File: config.mk
export PLATFORM = sky130hd
export DESIGN_NAME = rgb_fade_seq
export DESIGN_NICKNAME = d
export VERILOG_FILES = /design/src/rtl/rgb_fade_seq.sv
export SDC_FILE = /design/constraint.sdc
export NUM_CORES = 1
export LEC_CHECK = 0
export ABC_AREA = 1
export BUFFER_PORTS_ARGS = -buffer_cell sky130_fd_sc_hd__buf_2
export CAP_MARGIN = 20
export CORE_ASPECT_RATIO = 0.8
export CORE_UTILIZATION = 25
export CTS_CLUSTER_SIZE = 25
export DETAILED_ROUTE_END_ITERATION = 12
export HOLD_SLACK_MARGIN = 0.15
export PLACE_DENSITY_LB_ADDON = 0.2
export SLEW_MARGIN = 10
export SYNTH_ARGS = -nofsm -noshare
export SYNTH_HDL_FRONTEND = slang
export SYNTH_SLANG_ARGS = --single-unit
File: constraint.sdc
create_clock -name clk -period 6.13 [get_ports clk]
set_input_delay 0.613 -clock clk [delete_from_list [all_inputs] [get_ports clk]]
set_output_delay 0.613 -clock clk [all_outputs]
set_load 0.02 [all_outputs]
File: src/rtl/rgb_fade_seq.sv
// RGB colour fade sequencer.
// Steps through an 8-entry palette. Each channel's 8-bit duty ramps toward
// the current target colour by STEP once per tick. The reached colour is held
// for HOLD_TICKS ticks, and then the sequencer moves on to the next colour.
// Duty outputs drive the red/green/blue PWM channels downstream.
module rgb_fade_seq #(
  parameter int TICK_DIV   = 65536,
  parameter int STEP       = 8,
  parameter int HOLD_TICKS = 256
) (
  input  logic       clk,
  input  logic       reset_n,
  input  logic       enable,
  input  logic       step_req,
  output logic [7:0] red_duty,
  output logic [7:0] green_duty,
  output logic [7:0] blue_duty,
  output logic       duty_upd,
  output logic       pwm_en,
  output logic [2:0] color_idx
);

  localparam int            TW        = (TICK_DIV > 1) ? $clog2(TICK_DIV) : 1;
  localparam logic [TW-1:0] TICK_LAST = TW'(TICK_DIV - 1);
  localparam int            HW        = $clog2(HOLD_TICKS + 1);
  localparam logic [HW-1:0] HOLD_LAST = HW'(HOLD_TICKS - 1);
  localparam logic [7:0]    STEP_8    = 8'(STEP);

  typedef enum logic [1:0] {IDLE, FADE, HOLD} state_t;

  state_t        state, state_nx;
  logic [TW-1:0] tick_cnt, tick_cnt_nx;
  logic [HW-1:0] hold_cnt, hold_cnt_nx;
  logic [2:0]    idx_nx;
  logic [7:0]    red_nx, grn_nx, blu_nx;
  logic [7:0]    red_st, grn_st, blu_st;
  logic [23:0]   tgt;
  logic          upd_nx;
  logic          tick;

  // Move cur one STEP toward tgt. Land exactly on tgt when it is within
  // STEP, so the value never overshoots and never wraps past 0 or 255.
  function automatic logic [7:0] sat_step(input logic [7:0] cur, input logic [7:0] tgt_v);
    logic [8:0] diff;
    sat_step = cur;
    if (tgt_v > cur) begin
      diff = {1'b0, tgt_v} - {1'b0, cur};
      if (diff <= {1'b0, STEP_8}) sat_step = tgt_v;
      else                        sat_step = cur + STEP_8;
    end else if (tgt_v < cur) begin
      diff = {1'b0, cur} - {1'b0, tgt_v};
      if (diff <= {1'b0, STEP_8}) sat_step = tgt_v;
      else                        sat_step = cur - STEP_8;
    end
  endfunction

  // Palette lookup: {R, G, B}.
  function automatic logic [23:0] palette(input logic [2:0] idx);
    case (idx)
      3'd0:    palette = {8'd255, 8'd0,   8'd0  };
      3'd1:    palette = {8'd255, 8'd255, 8'd0  };
      3'd2:    palette = {8'd0,   8'd255, 8'd0  };
      3'd3:    palette = {8'd0,   8'd255, 8'd255};
      3'd4:    palette = {8'd0,   8'd0,   8'd255};
      3'd5:    palette = {8'd255, 8'd0,   8'd255};
      3'd6:    palette = {8'd255, 8'd255, 8'd255};
      default: palette = {8'd0,   8'd0,   8'd0  };
    endcase
  endfunction

  assign tgt    = palette(color_idx);
  assign red_st = sat_step(red_duty,   tgt[23:16]);
  assign grn_st = sat_step(green_duty, tgt[15:8]);
  assign blu_st = sat_step(blue_duty,  tgt[7:0]);
  assign tick   = (state != IDLE) && (tick_cnt == TICK_LAST);

  // Next-state and next-datapath decode. Disable beats step_req, and
  // step_req beats a tick that arrives in the same cycle.
  always_comb begin
    state_nx    = state;
    idx_nx      = color_idx;
    hold_cnt_nx = hold_cnt;
    red_nx      = red_duty;
    grn_nx      = green_duty;
    blu_nx      = blue_duty;
    upd_nx      = 1'b0;
    if (!enable) begin
      state_nx    = IDLE;
      hold_cnt_nx = '0;
    end else begin
      case (state)
        IDLE: begin
          state_nx    = FADE;
          hold_cnt_nx = '0;
        end
        FADE: begin
          if (step_req) begin
            idx_nx      = color_idx + 3'd1;
            hold_cnt_nx = '0;
          end else if (tick) begin
            red_nx = red_st;
            grn_nx = grn_st;
            blu_nx = blu_st;
            upd_nx = (red_st != red_duty) || (grn_st != green_duty) ||
                     (blu_st != blue_duty);
            if ({red_st, grn_st, blu_st} == tgt) begin
              state_nx    = HOLD;
              hold_cnt_nx = '0;
            end
          end
        end
        HOLD: begin
          if (step_req) begin
            idx_nx      = color_idx + 3'd1;
            state_nx    = FADE;
            hold_cnt_nx = '0;
          end else if (tick) begin
            if (hold_cnt == HOLD_LAST) begin
              idx_nx      = color_idx + 3'd1;
              state_nx    = FADE;
              hold_cnt_nx = '0;
            end else begin
              hold_cnt_nx = hold_cnt + HW'(1);
            end
          end
        end
        default: state_nx = IDLE;
      endcase
    end
    // The tick divider only runs outside IDLE and restarts from zero whenever
    // the sequencer parks in IDLE.
    if (state == IDLE || state_nx == IDLE) tick_cnt_nx = '0;
    else if (tick_cnt == TICK_LAST)        tick_cnt_nx = '0;
    else                                   tick_cnt_nx = tick_cnt + TW'(1);
  end

  // FSM state register.
  always_ff @(posedge clk or negedge reset_n) begin
    if (!reset_n) state <= IDLE;
    else          state <= state_nx;
  end

  // Counters, duties and registered status outputs.
  always_ff @(posedge clk or negedge reset_n) begin
    if (!reset_n) begin
      tick_cnt   <= '0;
      hold_cnt   <= '0;
      color_idx  <= 3'd0;
      red_duty   <= 8'd0;
      green_duty <= 8'd0;
      blue_duty  <= 8'd0;
      duty_upd   <= 1'b0;
      pwm_en     <= 1'b0;
    end else begin
      tick_cnt   <= tick_cnt_nx;
      hold_cnt   <= hold_cnt_nx;
      color_idx  <= idx_nx;
      red_duty   <= red_nx;
      green_duty <= grn_nx;
      blue_duty  <= blu_nx;
      duty_upd   <= upd_nx;
      pwm_en     <= enable;
    end
  end

endmodule
==> results of run 1 <==
## logic make-up (layout without fill, tap and decap cells)
| logic type | Yosys count | count (layout) | share of synthesized area [%] |
|---|---|---|---|
| DFF | 56 | 56 | 19.9 |
| adders and majority gates | 66 | 66 | 11.8 |
| xor gates and xnor gates | 41 | 41 | 5.11 |
| AOI/OAI and AO/OA | 109 | 109 | 9.13 |
| and+or+nand+nor | 694 | 694 | 44.2 |
| buffers and inverters | 183 | 216 | 9.90 |
## Yosys cell counts (all sizes together)
cell type	count	area (µm²)
nand2	402	1560
inv	169	634
nand3	126	671
nor2	123	558
ha	66	826
dfrtp	56	1400
o21ai	47	254
a21oi	39	203
xor2	35	307
nand4	18	149
nor3	13	75.1
clkbuf	11	41.3
or2	6	37.5
xnor2	6	52.6
o21a	5	37.5
a221oi	4	35.0
nand3b	4	42.5
a21o	2	15.0
buf	2	16.3
o2111ai	2	17.5
o211ai	2	15.0
o21bai	2	18.8
o221ai	2	17.5
o31ai	2	15.0
a21boi	1	7.51
and2	1	6.26
clkinv	1	3.75
nor3b	1	7.51
o22ai	1	6.26
## worst paths after layout
path                         startpoint          end  cells past startpoint  slack (ns)
setup / recovery           color_idx[0]  hold_cnt[6]                     29        1.39
hold reg to reg             hold_cnt[3]  hold_cnt[3]                      2        0.52
min in group clk                 enable       pwm_en                      1        0.48
hold / removal                  reset_n  tick_cnt[7]                      2        0.46
setup reg to reg           color_idx[0]  hold_cnt[6]                     29        1.39
max in group asynchronous       reset_n     duty_upd                      2        5.15
## cell type report
class | instances | area share [%]
multi-input cells | 910 | 63.4
well taps | 364 | 5.86
repair buffers | 38 | 2.64
clock inverters | 2 | 0.209
inverters | 170 | 8.21
clock buffers | 6 | 1.66
flip-flops and latches | 56 | 18.0
## through the flow
stage          cell area (µm²)  setup WS [ns]  hold WS, ns
2_1_floorplan             7030           1.57        0.317
3_3_place_gp              7630           1.44        0.505
3_5_place_dp              7630           1.41        0.512
4_1_cts                   7770           1.38        0.469
5_1_grt                   7770          0.746        0.470
6_report                  7770           1.39        0.462
## layer usage
metal / share of wire, % / up-vias
met5: 0 / -
met4: 0.56 / 0
met3: 4.1 / 10
met2: 40 / 108
met1: 55 / 3220
li1: - / 3718
## sequential cells by signal (all words and copies together), names as in the netlist
register and count:
duty_upd 1, red_duty 8, pwm_en 1, state 2, blue_duty 8, color_idx 3
tick_cnt 16, hold_cnt 9, green_duty 8
==> key figures, run 1 <==
Floorplanning
  – Die ar.: approximately 29,000 µm²
  – Die X-Extent: about 190 µm
  – Initial core utilization: about a quarter
  – Core Area: between 20,000 and 30,000 µm²
  – I/O pins: 33
  – Site row count: 54
  – Chip height: between 150 and 200 µm

GRT
  – Number of global-route vias before repair: 6,495
  – Met1 Resource Use GR: roughly 22%
  – Largest net degree at the start of global routing: 57
  – GRT Max-Usage Layer: met1
  – Grt met2 use: a little over a fifth
  – M3 GR Usage: approximately 2.1%
  – Initial antenna violation count: 0
  – GR Overflow Total: 0
  – Global-route wire length before repair: 34.0 mm
  – Global-route usage over all layers: roughly 14%

Synth
  – Synth Net Count: ~1.2k
  – Mapped Cells: 1,149
  – Syn Std Cell Area: around 7000 µm²
  – Sequential area share after synthesis: approximately 20%
  – Syn avg cell area: just over 6 µm²
  – Synth Register Bits: 56
  – Syn. warnings: 0
  – Post-synth cell types: 47

Cells and area
  – Register area: 1400 µm²
  – # fillers: ~3.1k
  – Most common cell after layout, fill and taps aside: nand2_1
  – Layout Cells excl Fill: between 1.5k and 2k
  – Layout cell share with drive strength beyond 1: between 10% and 20%
  – Multi-input logic area: 4930 µm²
  – Final net count: ~1.3k
  – Area growth from synthesis to layout: 10.6%
  – Antenna cells: 0
  – Post-Route Utilization: 28.3%
  – Most frequent cells in the layout: nand2_1, inv_1, nand3_1

Route
  – # DRC: 0
  – DRT iter0 DRCs: 424
  – DR vias: roughly 7k
  – Post-DR wirelength/cell: between 10 and 15 µm
  – Vias/cell: between 4 and 5
  – Routed WL: 20.3 mm
  – 1st-pass router iterations: 5
  – Post-route ant nets: 0

Setup path
  – CP Class: flop to flop
  – CP arrival: about 5.0 ns
  – CP peak stage delay: 0.50 ns
  – Required @ worst endpoint: about 6.4 ns
  – Slowest cell on the critical path: ha_1
  – Crit-path most repeated cell: nand2_1
  – Crit. End Element: flop
  – Largest fanout on the critical path: 11
  – CP Buf/Inv Count: 5
  – Family with the most delay on the worst path: simple AND/OR/NAND/NOR gates
  – Startpoint Class: flop

Clock network
  – H-Tree Depth: 2
  – Clock sink count: 56
  – Post-cts resize count: 0
  – Clk slew on worst S/H paths: about 0.080 ns
  – Total CTS buffers: 5
  – Clk Latency, worst-skew pair: roughly 0.30 ns
  – CTS root buf: clkbuf_16
  – Clk buf depth: 2
  – Number of hold buffers added after cts: 0
  – Post-CTS Setup Repair Bufs: 0
  – CTS tree: done

STA
  – Setup TNS: 0 ns
  – Slew @ Worst Pin: 0.767 ns
  – Setup violations, final: 0
  – Fin. max-slew vios: 0
  – Min cycle time layout: approximately 4.7 ns
  – Final worst-path cycle share: ~77%
  – Fin. Hold Viols: 0
  – Fmax achieved: 0.211 GHz
  – Slew margin rel.: between 40% and 50%
  – Unrepaired setup endpoints after global routing: no
  – Clk_skew: 0.00597 ns

Placement
  – Gpl congestion: 0.873
  – Port buffer count: 32
  – Cells after DPL: 1,538
  – Hpwl dp: approximately 16 mm

Run status
  – Status: finished, final reports clean

Worst hold path
  – HP Class: input port to async pin

Job
  – Max_cap viols: 0
Power of run 1 is not shown: default switching activity piles up to over one toggle a cycle in this logic, so the estimate is an artifact.
==> run 2, diff against run 1 <==
==> constraint.sdc (replaced) <==
create_clock -name clk -period 4.2 [get_ports clk]
set_input_delay 0.42 -clock clk [delete_from_list [all_inputs] [get_ports clk]]
set_output_delay 0.42 -clock clk [all_outputs]
set_load 0.02 [all_outputs]
==> run 2 against run 1 <==
Critical path depth rose by 4. Via count rose by 4.8%. Largest cell class unchanged. Fmax rose by 15%. Highest routed layer unchanged. Register-to-register slack got worse by 1.3 ns. Flip-flop and latch count did not move. Clock skew rose by 0.0039 ns. Routed wire length rose by 6.2%. Cell count rose by 5.9%.
==> key figures, run 2 (synthesis results as in run 1) <==
Setup path
  – CP arrival: 4.36 ns (-0.60 ns)
  – CP Class: flop to flop
  – Startpoint Class: flop
  – Crit. End Element: flop
  – Crit path launch: color_idx[0]
  – Slowest cell on the critical path: dfrtp_2
  – Largest fanout on the critical path: 8 (-3)
  – CP peak stage delay: 0.44 ns (-0.06 ns)
  – Required @ worst endpoint: 4.44 ns (-1.92 ns)
  – FF-to-FF path depth: 33 (+14%)
  – Worst reg2reg startpoint: color_idx[0]

Cells and area
  – Post-Route Utilization: 33.9% (+5.5 points)
  – Antenna cells: 0 (unchanged)
  – Layout cell share with drive strength beyond 1: 27.8% (+17 points)
  – Largest Register: tick_cnt
  – Largest regs: tick_cnt (16), hold_cnt (9)
  – Fin area: 9290 µm² (+19%)
  – Final net count: 1,342 (+7.3%)
  – Most common cell after layout, fill and taps aside: nand2_1
  – Most frequent cells in the layout: nand2_1, inv_1, nand3_1
  – Area growth from synthesis to layout: 32.2%
  – Max reg flops: 16 (unchanged)

Route
  – Highest routed layer: met4
  – Post-route ant nets: 0 (unchanged)
  – DR vias: 7,394 (+4.8%)
  – 1st-pass router iterations: 5 (unchanged)
  – # DRC: 0 (unchanged)
  – Vias/cell: 4.52 (-1.0%)
  – Post-DR wirelength/cell: 13.2 µm (+0.26%)
  – Met3 routed WL: 723 µm (-13%)
  – DRT iter0 DRCs: 397 (-6.4%)
  – Routed metal-1 wire length: 11.3 mm (+1.3%)
  – WL met2: 9.35 mm (+14%)
  – Routed WL: 21.6 mm (+6.2%)

Run status
  – Status: finished, final reports clean

Worst hold path
  – HP Class: input port to flop
  – Hold Path Depth: 1
  – Worst hold start: enable

Clock network
  – Total CTS buffers: 5 (unchanged)
  – H-Tree Depth: 2 (unchanged)
  – Clock sink count: 56 (unchanged)
  – Clk slew on worst S/H paths: 0.08 ns (about the same)
  – CTS tree: done
  – Clk Latency, worst-skew pair: 0.30 ns (about the same)
  – CTS root buf: clkbuf_16
  – Clk buf depth: 2 (unchanged)

STA
  – Fin. Hold Viols: 0 (unchanged)
  – Clk_skew: 0.00985 ns (+0.00388 ns)
  – Fmax achieved: 0.243 GHz (+15%)
  – Final worst-path cycle share: 98.0% (+21 points)
  – Unrepaired setup endpoints after global routing: yes
  – Fin. max-slew vios: 0 (unchanged)
  – Slew margin rel.: 63.8% (+15 points)
  – Setup violations, final: 0 (unchanged)
  – Min cycle time layout: 4.12 ns (-0.622 ns)
  – Slew @ Worst Pin: 0.543 ns (-0.225 ns)
  – PnR worst setup slack: 0.0839 ns (-1.31 ns)

Floorplanning
  – Die X-Extent: 189 µm (unchanged)
  – Site row count: 54 (unchanged)
  – Die ar.: 28,800 µm² (unchanged)
  – Initial core utilization: 25.6% (unchanged)
  – I/O pins: 33 (unchanged)
  – Chip height: 152 µm (unchanged)
  – Core Area: 27,400 µm² (unchanged)

Placement
  – Gpl congestion: 0.863 (-1.2%)
  – Pre-CTS setup slack: -0.173 ns (-1.58 ns)
  – Hpwl dp: 16.7 mm (+4.1%)
  – Dpl cell area: 8130 µm² (+6.5%)
  – Port buffer count: 32 (unchanged)

GRT
  – Global-route usage over all layers: 14.8% (+0.39 points)
  – Global-route wire length before repair: 35.0 mm (+3.1%)
  – Initial antenna violation count: 0 (unchanged)
  – GR Overflow Total: 0 (unchanged)
  – Number of global-route vias before repair: 6,910 (+6.4%)
  – Largest net degree at the start of global routing: 40 (-30%)

Job
  – Max_cap viols: 0 (unchanged)
## run 2: path summary, 6_finish.rpt
path | slack, ns | end
min in group asynchronous | 0.58 | tick_cnt[6]
worst max register to register | 0.08 | tick_cnt[4]
worst min-delay path | 0.28 | pwm_en
worst min register to register | 0.53 | hold_cnt[8]
worst max-delay path | 0.08 | tick_cnt[4]
max in group asynchronous | 2.71 | green_duty[5]
## run 2: metrics by stage
step / setup TNS [ns] / hold slack, ns / std cells
2_1_floorplan: 0 / 0.124 / 1149
3_3_place_gp: -3.09 / 0.387 / 1603
3_5_place_dp: -2.65 / 0.384 / 1603
4_1_cts: 0 / 0.262 / 1621
5_1_grt: -5.11 / 0.266 / 1637
6_report: 0 / 0.277 / 1637
## run 2: what timing repair did
action / CTS / global route
endpoints found under the setup margin: 25 / 28
gates resized for setup: 35 / 163
pin swaps: 10 / 45
hold buffers: 1 / 0
buffers inserted: 8 / 15
endpoints found under the hold margin: 17 / 0
gates cloned: 1 / 1
## run 2: worst max-delay path: cells and delay by family (launching register included)
| kind | cells | cell delay, ns |
|---|---|---|
| fa+ha+maj | 2 | 0.51 |
| compound gates | 1 | 0.13 |
| simple gates | 25 | 2.43 |
| flops | 1 | 0.44 |
| buf+inv | 5 | 0.54 |
## run 2: cell type report
cell class	instances	area (µm²)
multi-input cells	911	5700
repair inverters	1	7.51
clock buffers	5	125
clock inverters	3	27.5
well taps	364	455
fillers	3037	18100
flip-flops and latches	56	1400
repair buffers	127	918
inverters	170	653
## run 2: layer usage
metal  up-vias  track usage, %
li1       3898               -
met1      3361            22.4
met2       122            22.7
met3        13            1.80
met4         0            1.50
met5         -               0
Power of run 2 is left out for the same reason.
==> run 3, diff against run 2 <==
--- a/config.mk
+++ b/config.mk
@@ -6,7 +6,7 @@
 export NUM_CORES = 1
 export LEC_CHECK = 0
 export ABC_AREA = 1
-export BUFFER_PORTS_ARGS = -buffer_cell sky130_fd_sc_hd__buf_2
+export BUFFER_PORTS_ARGS = -buffer_cell sky130_fd_sc_hd__buf_4
 export CAP_MARGIN = 20
 export CORE_ASPECT_RATIO = 0.8
 export CORE_UTILIZATION = 25
==> run 3 against run 2 <==
Register-to-register slack lost 0.04 ns. Utilization rose by 1.5 points. Cell count grew 1.3%. Critical path type unchanged.
==> key figures, run 3 (synthesis results as in run 1) <==
STA
  – Setup violations, final: 0 (unchanged)
  – Min cycle time layout: 4.16 ns (+0.0423 ns)
  – Final worst-path cycle share: 99.0% (+1.0 points)
  – Clk_skew: 0.00901 ns (-0.000846 ns)
  – Fin. Hold Viols: 0 (unchanged)
  – Fmax achieved: 0.240 GHz (-1.0%)
  – Unrepaired setup endpoints after global routing: yes
  – WHS: 0.176 ns (-0.101 ns)
  – Slew @ Worst Pin: 0.757 ns (+0.214 ns)
  – Slew margin rel.: 49.6% (-14 points)
  – Fin. max-slew vios: 0 (unchanged)

Placement
  – Cells after DPL: 1,610 (+0.44%)
  – Gpl congestion: 0.873 (+1.2%)
  – Hpwl dp: 16.6 mm (-0.44%)
  – Port buffer count: 32 (unchanged)
  – Dpl cell area: 8260 µm² (+1.6%)

Setup path
  – Crit. End Element: flop
  – CP Buf/Inv Count: 5 (unchanged)
  – Crit-path most repeated cell: nand2_1
  – CP Class: flop to flop
  – CP peak stage delay: 0.44 ns (about the same)
  – Slowest cell on the critical path: dfrtp_2
  – Family with the most delay on the worst path: simple AND/OR/NAND/NOR gates
  – Startpoint Class: flop
  – Crit path launch: color_idx[1]
  – CP arrival: 4.40 ns (+0.04 ns)
  – Largest fanout on the critical path: 8 (unchanged)
  – Required @ worst endpoint: 4.44 ns (about the same)
  – Worst reg2reg startpoint: color_idx[1]

Clock network
  – Clk slew on worst S/H paths: 0.08 ns (about the same)
  – Clock sink count: 56 (unchanged)
  – Total CTS buffers: 5 (unchanged)
  – CTS root buf: clkbuf_16
  – Clk buf depth: 2 (unchanged)
  – H-Tree Depth: 2 (unchanged)
  – CTS tree: done
  – Clk Latency, worst-skew pair: 0.30 ns (about the same)

Cells and area
  – Largest regs: tick_cnt (16), hold_cnt (9)
  – Final net count: 1,364 (+1.6%)
  – Layout Cells excl Fill: 1,659 (+1.3%)
  – Layout cell share with drive strength beyond 1: 31.4% (+3.6 points)
  – Post-Route Utilization: 35.3% (+1.5 points)
  – Max reg flops: 16 (unchanged)
  – Most frequent cells in the layout: nand2_1, inv_1, buf_4
  – Most common cell after layout, fill and taps aside: nand2_1
  – Fin area: 9690 µm² (+4.3%)
  – Area growth from synthesis to layout: 37.9%
  – # fillers: 2,998 (-1.3%)
  – Largest Register: tick_cnt
  – Antenna cells: 0 (unchanged)

GRT
  – Initial antenna violation count: 0 (unchanged)
  – Met1 Resource Use GR: 22.9% (+0.52 points)
  – Global-route wire length before repair: 35.6 mm (+1.6%)
  – Global-route usage over all layers: 15.0% (+0.20 points)
  – Number of global-route vias before repair: 6,889 (-0.30%)
  – GRT Max-Usage Layer: met1
  – Grt met2 use: 22.7% (+0.035 points)
  – M3 GR Usage: 1.89% (+0.092 points)
  – GR Overflow Total: 0 (unchanged)
  – Largest net degree at the start of global routing: 57 (+43%)

Route
  – # DRC: 0 (unchanged)
  – Post-route ant nets: 0 (unchanged)
  – Post-DR wirelength/cell: 13.4 µm (+1.6%)
  – DR vias: 7,549 (+2.1%)
  – Routed WL: 22.2 mm (+3.0%)
  – 1st-pass router iterations: 5 (unchanged)
  – Vias/cell: 4.55 (+0.74%)
  – DRT iter0 DRCs: 428 (+7.8%)

Floorplanning
  – Initial core utilization: 25.6% (unchanged)
  – Die X-Extent: 189 µm (unchanged)
  – Chip height: 152 µm (unchanged)
  – Die ar.: 28,800 µm² (unchanged)
  – Core Area: 27,400 µm² (unchanged)
  – I/O pins: 33 (unchanged)
  – Site row count: 54 (unchanged)

Worst hold path
  – HP Class: input port to async pin

Job
  – Max_cap viols: 0 (unchanged)

Run status
  – Status: finished, final reports clean
[run 3: cell types whose count changed in the layout (fill, tap and decap cells not counted), sizes merged]
cell / before / now
dlygate4sd3: 1 / 0
buf: 126 / 149
[run 3: per-layer routing]
metal / part of all wire, % / wire, µm
met1: 52 / 11600
met2: 44 / 9680
met3: 3.9 / 865
met4: 0.47 / 105
met5: 0 / 0
[run 3: final timing paths]
check                                to  slack [ns]  cells past startpoint
setup / recovery           tick_cnt[15]        0.04                     31
hold / removal              tick_cnt[7]        0.18                      1
setup reg to reg           tick_cnt[15]        0.04                     31
hold reg to reg             hold_cnt[8]        0.53                      1
max in group asynchronous  color_idx[0]        3.50                      1
min in group clk                 pwm_en        0.26                      1
[run 3: worst reg2reg max path, delay by kind of cell (launching register included)]
family | cells | cell delay (ns)
compound gates | 1 | 0.13
buf+inv | 5 | 0.63
fa+ha+maj | 2 | 0.50
simple gates | 23 | 2.40
flops | 1 | 0.44
[run 3: through the flow]
step                setup WS (ns)  TNS, ns
global route               -0.247    -4.85
detailed placement         -0.193    -4.04
floorplan                  0.0692        0
finish                     0.0416        0
CTS                       0.00505        0
global placement           -0.141    -2.59
[run 3: cell type report]
type                    count  area [µm²]  area share [%]
repair inverters            1        7.51          0.0775
flip-flops and latches     56        1400            14.5
multi-input cells         911        5840            60.2
clock inverters             3        27.5           0.284
inverters                 170         658            6.79
repair buffers            149        1180            12.1
clock buffers               5         125            1.29
well taps                 364         455            4.70
[run 3: timing repair]
item,4_1_cts,5_1_grt
gates resized for setup,47,194
endpoints found under the setup margin,27,28
setup buffers,15,24
hold buffers,0,0
gates cloned,1,1
pin swaps,16,74
Power of run 3 is left out for the same reason.
